`config.mk`:
```
export PLATFORM = sky130hd
export DESIGN_NAME = dx_pipe_hazard
export DESIGN_NICKNAME = d
export VERILOG_FILES = /design/src/rtl/dx_pipe_hazard.sv
export SDC_FILE = /design/constraint.sdc
export NUM_CORES = 2
export LEC_CHECK = 0
export CAP_MARGIN = 40
export CELL_PAD_IN_SITES_DETAIL_PLACEMENT = 0
export CELL_PAD_IN_SITES_GLOBAL_PLACEMENT = 1
export CORE_UTILIZATION = 51
export DETAILED_ROUTE_END_ITERATION = 10
export GPL_TIMING_DRIVEN = 0
export HOLD_SLACK_MARGIN = 0.08
export PLACE_DENSITY = 0.88
export SLEW_MARGIN = 10
export SYNTH_ARGS = -nofsm -noshare
export SYNTH_HDL_FRONTEND = slang
export SYNTH_SLANG_ARGS = --single-unit
```
`constraint.sdc`:
```
create_clock -name clk -period 5.5 [get_ports clk]
set_clock_uncertainty 0.15 [all_clocks]
set_input_delay 0.825 -clock clk [delete_from_list [all_inputs] [get_ports clk]]
set_output_delay 0.825 -clock clk [all_outputs]
set_load 0.05 [all_outputs]
```
`src/rtl/dx_pipe_hazard.sv`:
```
// rv32i decode+execute core: D decode/regfile read, registered D->E and E->M; M outputs 1 cycle after accept.
// stallD holds fetch on RAW hazards; define FORWARDING_EN for M/W bypass (then only load-use stalls).
module dx_pipe_hazard #(
  parameter int DPW = 32,
  parameter int ADW = 5
) (
  input  logic           clk,
  input  logic           rst_n,
  input  logic [31:0]    instrD,
  input  logic           instr_validD,
  output logic           stallD,
  input  logic           flushE,
  input  logic           we,
  input  logic [ADW-1:0] addr_3,
  input  logic [DPW-1:0] wd_3,
  output logic           validM,
  output logic           regwriteM,
  output logic           resultsrcM,
  output logic           memwriteM,
  output logic           illegalM,
  output logic [DPW-1:0] aluresultM,
  output logic [DPW-1:0] Rd2M,
  output logic [ADW-1:0] RdM
);

  localparam int NREG = 2**ADW;
  localparam int SHW  = $clog2(DPW);
  localparam logic [6:0] OP_R  = 7'b0110011;
  localparam logic [6:0] OP_I  = 7'b0010011;
  localparam logic [6:0] OP_LD = 7'b0000011;
  localparam logic [6:0] OP_ST = 7'b0100011;

  // ---------------- D stage ----------------
  logic [6:0]     opD, f7D;
  logic [2:0]     f3D;
  logic [ADW-1:0] rs1D, rs2D, rdD;
  logic [DPW-1:0] immiD, immsD;

  assign opD   = instrD[6:0];
  assign f3D   = instrD[14:12];
  assign f7D   = instrD[31:25];
  assign rs1D  = ADW'(instrD[19:15]);
  assign rs2D  = ADW'(instrD[24:20]);
  assign rdD   = ADW'(instrD[11:7]);
  assign immiD = {{(DPW-12){instrD[31]}}, instrD[31:20]};
  assign immsD = {{(DPW-12){instrD[31]}}, instrD[31:25], instrD[11:7]};

  logic           regwriteD, memwriteD, resultsrcD, illegalD;
  logic           use1D, use2D, immselD, altD;
  logic [2:0]     fnD;
  logic [DPW-1:0] immD;

  always_comb begin
    regwriteD  = 1'b0;
    memwriteD  = 1'b0;
    resultsrcD = 1'b0;
    illegalD   = 1'b0;
    use1D      = 1'b0;
    use2D      = 1'b0;
    immselD    = 1'b0;
    altD       = 1'b0;
    fnD        = 3'b000;
    immD       = '0;
    case (opD)
      OP_R: begin
        if (f7D == 7'b0000000 ||
            (f7D == 7'b0100000 && (f3D == 3'b000 || f3D == 3'b101))) begin
          regwriteD = 1'b1;
          use1D     = 1'b1;
          use2D     = 1'b1;
          altD      = f7D[5];
          fnD       = f3D;
        end else begin
          illegalD  = 1'b1;
        end
      end
      OP_I: begin
        if ((f3D == 3'b001 && f7D != 7'b0000000) ||
            (f3D == 3'b101 && f7D != 7'b0000000 && f7D != 7'b0100000)) begin
          illegalD  = 1'b1;
        end else begin
          regwriteD = 1'b1;
          use1D     = 1'b1;
          immselD   = 1'b1;
          altD      = (f3D == 3'b101) && f7D[5];
          fnD       = f3D;
          immD      = immiD;
        end
      end
      OP_LD: begin
        if (f3D == 3'b010) begin
          regwriteD  = 1'b1;
          resultsrcD = 1'b1;
          use1D      = 1'b1;
          immselD    = 1'b1;
          immD       = immiD;
        end else begin
          illegalD   = 1'b1;
        end
      end
      OP_ST: begin
        if (f3D == 3'b010) begin
          memwriteD = 1'b1;
          use1D     = 1'b1;
          use2D     = 1'b1;
          immselD   = 1'b1;
          immD      = immsD;
        end else begin
          illegalD  = 1'b1;
        end
      end
      default: illegalD = 1'b1;
    endcase
  end

  // Register file; x0 is never written so it always reads zero.
  logic [DPW-1:0] rf [NREG];
  logic [DPW-1:0] rd1D, rd2D;

  always_ff @(posedge clk or negedge rst_n) begin
    if (!rst_n) begin
      for (int i = 0; i < NREG; i++) rf[i] <= '0;
    end else if (we && addr_3 != '0) begin
      rf[addr_3] <= wd_3;
    end
  end

  assign rd1D = (we && addr_3 == rs1D && rs1D != '0) ? wd_3 : rf[rs1D];
  assign rd2D = (we && addr_3 == rs2D && rs2D != '0) ? wd_3 : rf[rs2D];

  // ---------------- hazard detection ----------------
  logic           validE, regwriteE, memwriteE, resultsrcE, illegalE, immselE, altE;
  logic [2:0]     fnE;
  logic [ADW-1:0] RdE;
  logic [DPW-1:0] rd1E, rd2E, immE;
  logic           hit_e, hazard, takeD;

  assign hit_e = validE && regwriteE && RdE != '0 &&
                 ((use1D && rs1D == RdE) || (use2D && rs2D == RdE));

`ifdef FORWARDING_EN
  assign hazard = hit_e && resultsrcE;
`else
  logic hit_m;
  assign hit_m  = validM && regwriteM && RdM != '0 &&
                  ((use1D && rs1D == RdM) || (use2D && rs2D == RdM));
  assign hazard = hit_e || hit_m;
`endif

  // Flush wins: the held D instruction is dropped rather than stalled.
  assign stallD = instr_validD && hazard && !flushE;
  assign takeD  = instr_validD && !hazard && !flushE;

  // ---------------- D->E boundary ----------------
  always_ff @(posedge clk or negedge rst_n) begin
    if (!rst_n) begin
      validE     <= 1'b0;
      regwriteE  <= 1'b0;
      memwriteE  <= 1'b0;
      resultsrcE <= 1'b0;
      illegalE   <= 1'b0;
      immselE    <= 1'b0;
      altE       <= 1'b0;
      fnE        <= 3'b000;
      RdE        <= '0;
      rd1E       <= '0;
      rd2E       <= '0;
      immE       <= '0;
    end else if (takeD) begin
      validE     <= 1'b1;
      regwriteE  <= regwriteD;
      memwriteE  <= memwriteD;
      resultsrcE <= resultsrcD;
      illegalE   <= illegalD;
      immselE    <= immselD;
      altE       <= altD;
      fnE        <= fnD;
      RdE        <= rdD;
      rd1E       <= rd1D;
      rd2E       <= rd2D;
      immE       <= immD;
    end else begin
      validE     <= 1'b0;
      regwriteE  <= 1'b0;
      memwriteE  <= 1'b0;
      resultsrcE <= 1'b0;
      illegalE   <= 1'b0;
    end
  end

  // ---------------- E stage ----------------
  logic [DPW-1:0] srcaE, fwdbE, srcbE, aluE;
  logic [SHW-1:0] shamt;

`ifdef FORWARDING_EN
  logic [ADW-1:0] rs1E, rs2E;
  logic           m_fwd;

  always_ff @(posedge clk or negedge rst_n) begin
    if (!rst_n) begin
      rs1E <= '0;
      rs2E <= '0;
    end else if (takeD) begin
      rs1E <= use1D ? rs1D : '0;
      rs2E <= use2D ? rs2D : '0;
    end
  end

  // Loads are excluded from M bypass; their data only exists at W.
  assign m_fwd = validM && regwriteM && !resultsrcM;
  assign srcaE = (m_fwd && rs1E != '0 && RdM == rs1E)    ? aluresultM :
                 (we && rs1E != '0 && addr_3 == rs1E)    ? wd_3 : rd1E;
  assign fwdbE = (m_fwd && rs2E != '0 && RdM == rs2E)    ? aluresultM :
                 (we && rs2E != '0 && addr_3 == rs2E)    ? wd_3 : rd2E;
`else
  assign srcaE = rd1E;
  assign fwdbE = rd2E;
`endif

  assign srcbE = immselE ? immE : fwdbE;
  assign shamt = srcbE[SHW-1:0];

  always_comb begin
    aluE = '0;
    case (fnE)
      3'b000: aluE = altE ? (srcaE - srcbE) : (srcaE + srcbE);
      3'b001: aluE = srcaE << shamt;
      3'b010: aluE = {{(DPW-1){1'b0}}, ($signed(srcaE) < $signed(srcbE))};
      3'b011: aluE = {{(DPW-1){1'b0}}, (srcaE < srcbE)};
      3'b100: aluE = srcaE ^ srcbE;
      3'b101: aluE = altE ? $unsigned($signed(srcaE) >>> shamt) : (srcaE >> shamt);
      3'b110: aluE = srcaE | srcbE;
      default: aluE = srcaE & srcbE;
    endcase
  end

  // ---------------- E->M boundary ----------------
  always_ff @(posedge clk or negedge rst_n) begin
    if (!rst_n) begin
      validM     <= 1'b0;
      regwriteM  <= 1'b0;
      resultsrcM <= 1'b0;
      memwriteM  <= 1'b0;
      illegalM   <= 1'b0;
      aluresultM <= '0;
      Rd2M       <= '0;
      RdM        <= '0;
    end else begin
      validM     <= validE;
      regwriteM  <= validE && regwriteE;
      resultsrcM <= validE && resultsrcE;
      memwriteM  <= validE && memwriteE;
      illegalM   <= validE && illegalE;
      aluresultM <= aluE;
      Rd2M       <= fwdbE;
      RdM        <= RdE;
    end
  end

endmodule

```
==> results.tsv <==
metric	value	unit
status	finished, final reports clean	
whs_endpoint	Rd2M[9]$_DFF_PN0_	
dpl.hpwl	224000	um
die_height	373	um
wire_per_inst	38.5	um
cts_buffers	133	
p_sw_share	35.6	%
combPwrFrac	32.9	%
rrSetupSlack	0.15	ns
start_util	51.6	%
r2r-start	fwdbE[4]$_DFFE_PN0P_	
htreeDepth	4	
min_from	fwdbE[9]$_DFFE_PN0P_	
grtUsageTotal	42.6	%
pwr-share-seq	38.4	%
grt_overflow	0	
min_period	5.35	ns
clock_latency	0.80	ns
cts_tree	done	
hp-class	reg -> reg	
layout.nets	5988	
numClockSinks	1189	
drv_cap	0	
ys_ff_latch	1189	
ir_drop	0.302	mV
grt_max_degree	168	
antenna_found_initial	28	
rsz0062_at_grt	no	
via_per_inst	7.19	
clockRootBuffer	clkbuf_16	
gp_congestion	1.06	
clkSlewWorstSetupHoldPaths	0.06	ns
reg2regPathDepth	14	
hold_viol	0	
stdcell_area	0.0801	mm^2
setup_violations	0	
ant_nets	0	
yosysTopAreaCell	dfrtp_1	
period_share	97.2	%
portBuffers	137	
critical_path_class	reg -> reg	
wirelength	295000	um
drt-initial-drc-count	8066	
relSlewSlack	30.6	%
drcViolationCount	0	
maxSlewViolCount	0	
synth_nets	5558	
cp-start-kind	flip-flop	
via_count	55200	
p_switching	11100	uW
yosys.area.top_type_share	42.5	%
core_area	0.136	mm^2
p_leak	0.0344	uW
mostFrequentLayoutCells	dfrtp_1 (1,189), mux2_2 (1,031), mux4_2 (596)	
yosys_most_used_dff	dfrtp_1	
yosysWarningCount	0	
ios	149	
ys_async_sr_fraction	100	%
die_w	373	um
grt_pass1_vias	54600	
r2r_end	aluresultM[31]$_DFF_PN0_	
row_count	135	
syn_inst	5364	
syn-cell-area	0.0701	mm^2
yosysSeqAreaShare	42.5	%
cp.arrival	5.86	ns
p_per_area	390	mW/mm^2
crit_path_max_fanout	10	
avgSynthCellArea	13.1	um^2
worst_pin_slew	1.04	ns
critPathRequiredTime	6.01	ns
synthTopCellsByArea	dfrtp_1 (42%), mux4_2 (19%), mux2_2 (17%)	
final_common_cell	dfrtp_1	
max_freq	187	MHz
ys_types	89	
whs	0.271	ns
place_area	0.0756	mm^2
cts_buffer_depth	3	
die-area	0.139	mm^2
clkPwrFrac	28.7	%
synth-edff-count	0	
grt_pass1_wl	417000	um
hold_depth	0	
power.total	31200	uW
critPathCaptureType	flip-flop	
firstDrtPassIters	6	
syn_to_final_growth	14.3	%
drive_gt1_share	36.6	%
intPower	20100	uW
## cells in the mapped netlist (all sizes together), types with 9 or more instances
master,count
xor2,23
a21oi,242
clkbuf,354
nand3,44
nor2,214
mux4,596
o21a,9
a22oi,10
nor4,14
and2,9
nor2b,17
inv,102
o221ai,25
a211oi,53
a21o,18
or3,14
mux2,1031
a221oi,35
xnor2,44
o22ai,36
o211ai,49
dfrtp,1189
mux2i,234
nor3,49
nand2b,29
o21ai,157
nand2,255
a31oi,29
ha,118
buf,191
o21bai,13
## power groups by stage
stage                     combinational, uW  clock (uW)  sequential, uW
after CTS                              9910        8960           11900
after floorplan                        6010           0           11900
after detailed placement               9850           0           12000
after global placement                 9590           0           11900
after global routing                  10600        9300           12100
final                                 10300        8980           12000
## stage by stage
stage,TNS (ns),utilization [%],instances,setup slack (ns)
floorplan,0,-,5364,1.23
finish,0,59.0,7679,0.152
CTS,0,58.9,7657,0.0851
global route,0,58.9,7669,0.0189
global placement,-,54.2,7282,-49.90
detailed placement,-0.436,55.6,7428,-0.247
## logic make-up after synthesis
family / share of synthesized area [%]
compound gates: 7.11
xor+xnor: 0.838
fa+ha+maj: 2.16
buf+inv: 3.72
flops: 42.5
mux: 39.1
simple gates: 4.60
## registers in the layout, summed over array words and instances (netlist names), 3 cells and up
register,cells
Rd2M,32
RdE,5
RdM,5
aluresultM,32
fnE,3
fwdbE,32
immE,12
rd1E,32
rf,1024
## worst max-delay path, stage by stage (launching register included)
cell	delay (ns)
dfrtp_1	0.58
mux2i_1	0.22
clkinv_1	0.21
clkbuf_1	0.54
clkbuf_2	0.46
clkbuf_1	0.42
ha_1	0.33
a21oi_1	0.07
o211ai_1	0.25
nand4_1	0.40
a21oi_1	0.49
o22ai_1	0.25
a211oi_1	0.43
o32ai_1	0.13
a31o_2	0.25
## worst max-delay path by stage
stage,startpoint,endpoint,slack (ns),depth (start not counted)
2_1_floorplan,immselE$_DFFE_PN0P_,aluresultM[30]$_DFF_PN0_,1.23,16
3_3_place_gp,rst_n,rf[220]$_DFFE_PN0P_,-49.90,1
3_5_place_dp,fwdbE[2]$_DFFE_PN0P_,aluresultM[30]$_DFF_PN0_,-0.25,13
4_1_cts,immselE$_DFFE_PN0P_,aluresultM[30]$_DFF_PN0_,0.09,17
5_1_grt,immselE$_DFFE_PN0P_,aluresultM[31]$_DFF_PN0_,0.02,14
6_report,fwdbE[4]$_DFFE_PN0P_,aluresultM[31]$_DFF_PN0_,0.15,14
## layout make-up
type | instances | area [um^2]
buffer | 544 | 2260
clock buffer | 194 | 3920
timing repair buffer | 296 | 3340
fill | 10800 | 55700
inverter | 103 | 389
multi-input combinational | 3527 | 37700
tap | 1781 | 2230
antenna | 10 | 25.0
clock inverter | 35 | 417
sequential | 1189 | 29800
## layer usage
metal	vias to the layer above	routed length [um]	share of wire, %	GRT usage, %
li1	21200	-	-	-
met1	28500	104000	35	52.7
met2	4266	127000	43	61.5
met3	1157	39300	13	16.5
met4	36	25100	8.5	29.0
met5	-	308	0.10	0.384
## what timing repair did
| action | CTS | global route |
|---|---|---|
| cloned | 0 | 0 |
| hold buffers | 1 | 0 |
| gates resized for setup | 4 | 8 |
| setup buffers | 0 | 6 |
| hold endpoints to repair | 88 | 0 |
| endpoints found under the setup margin | 5 | 6 |
No activity file was read; power rests on OpenSTA's default activity.
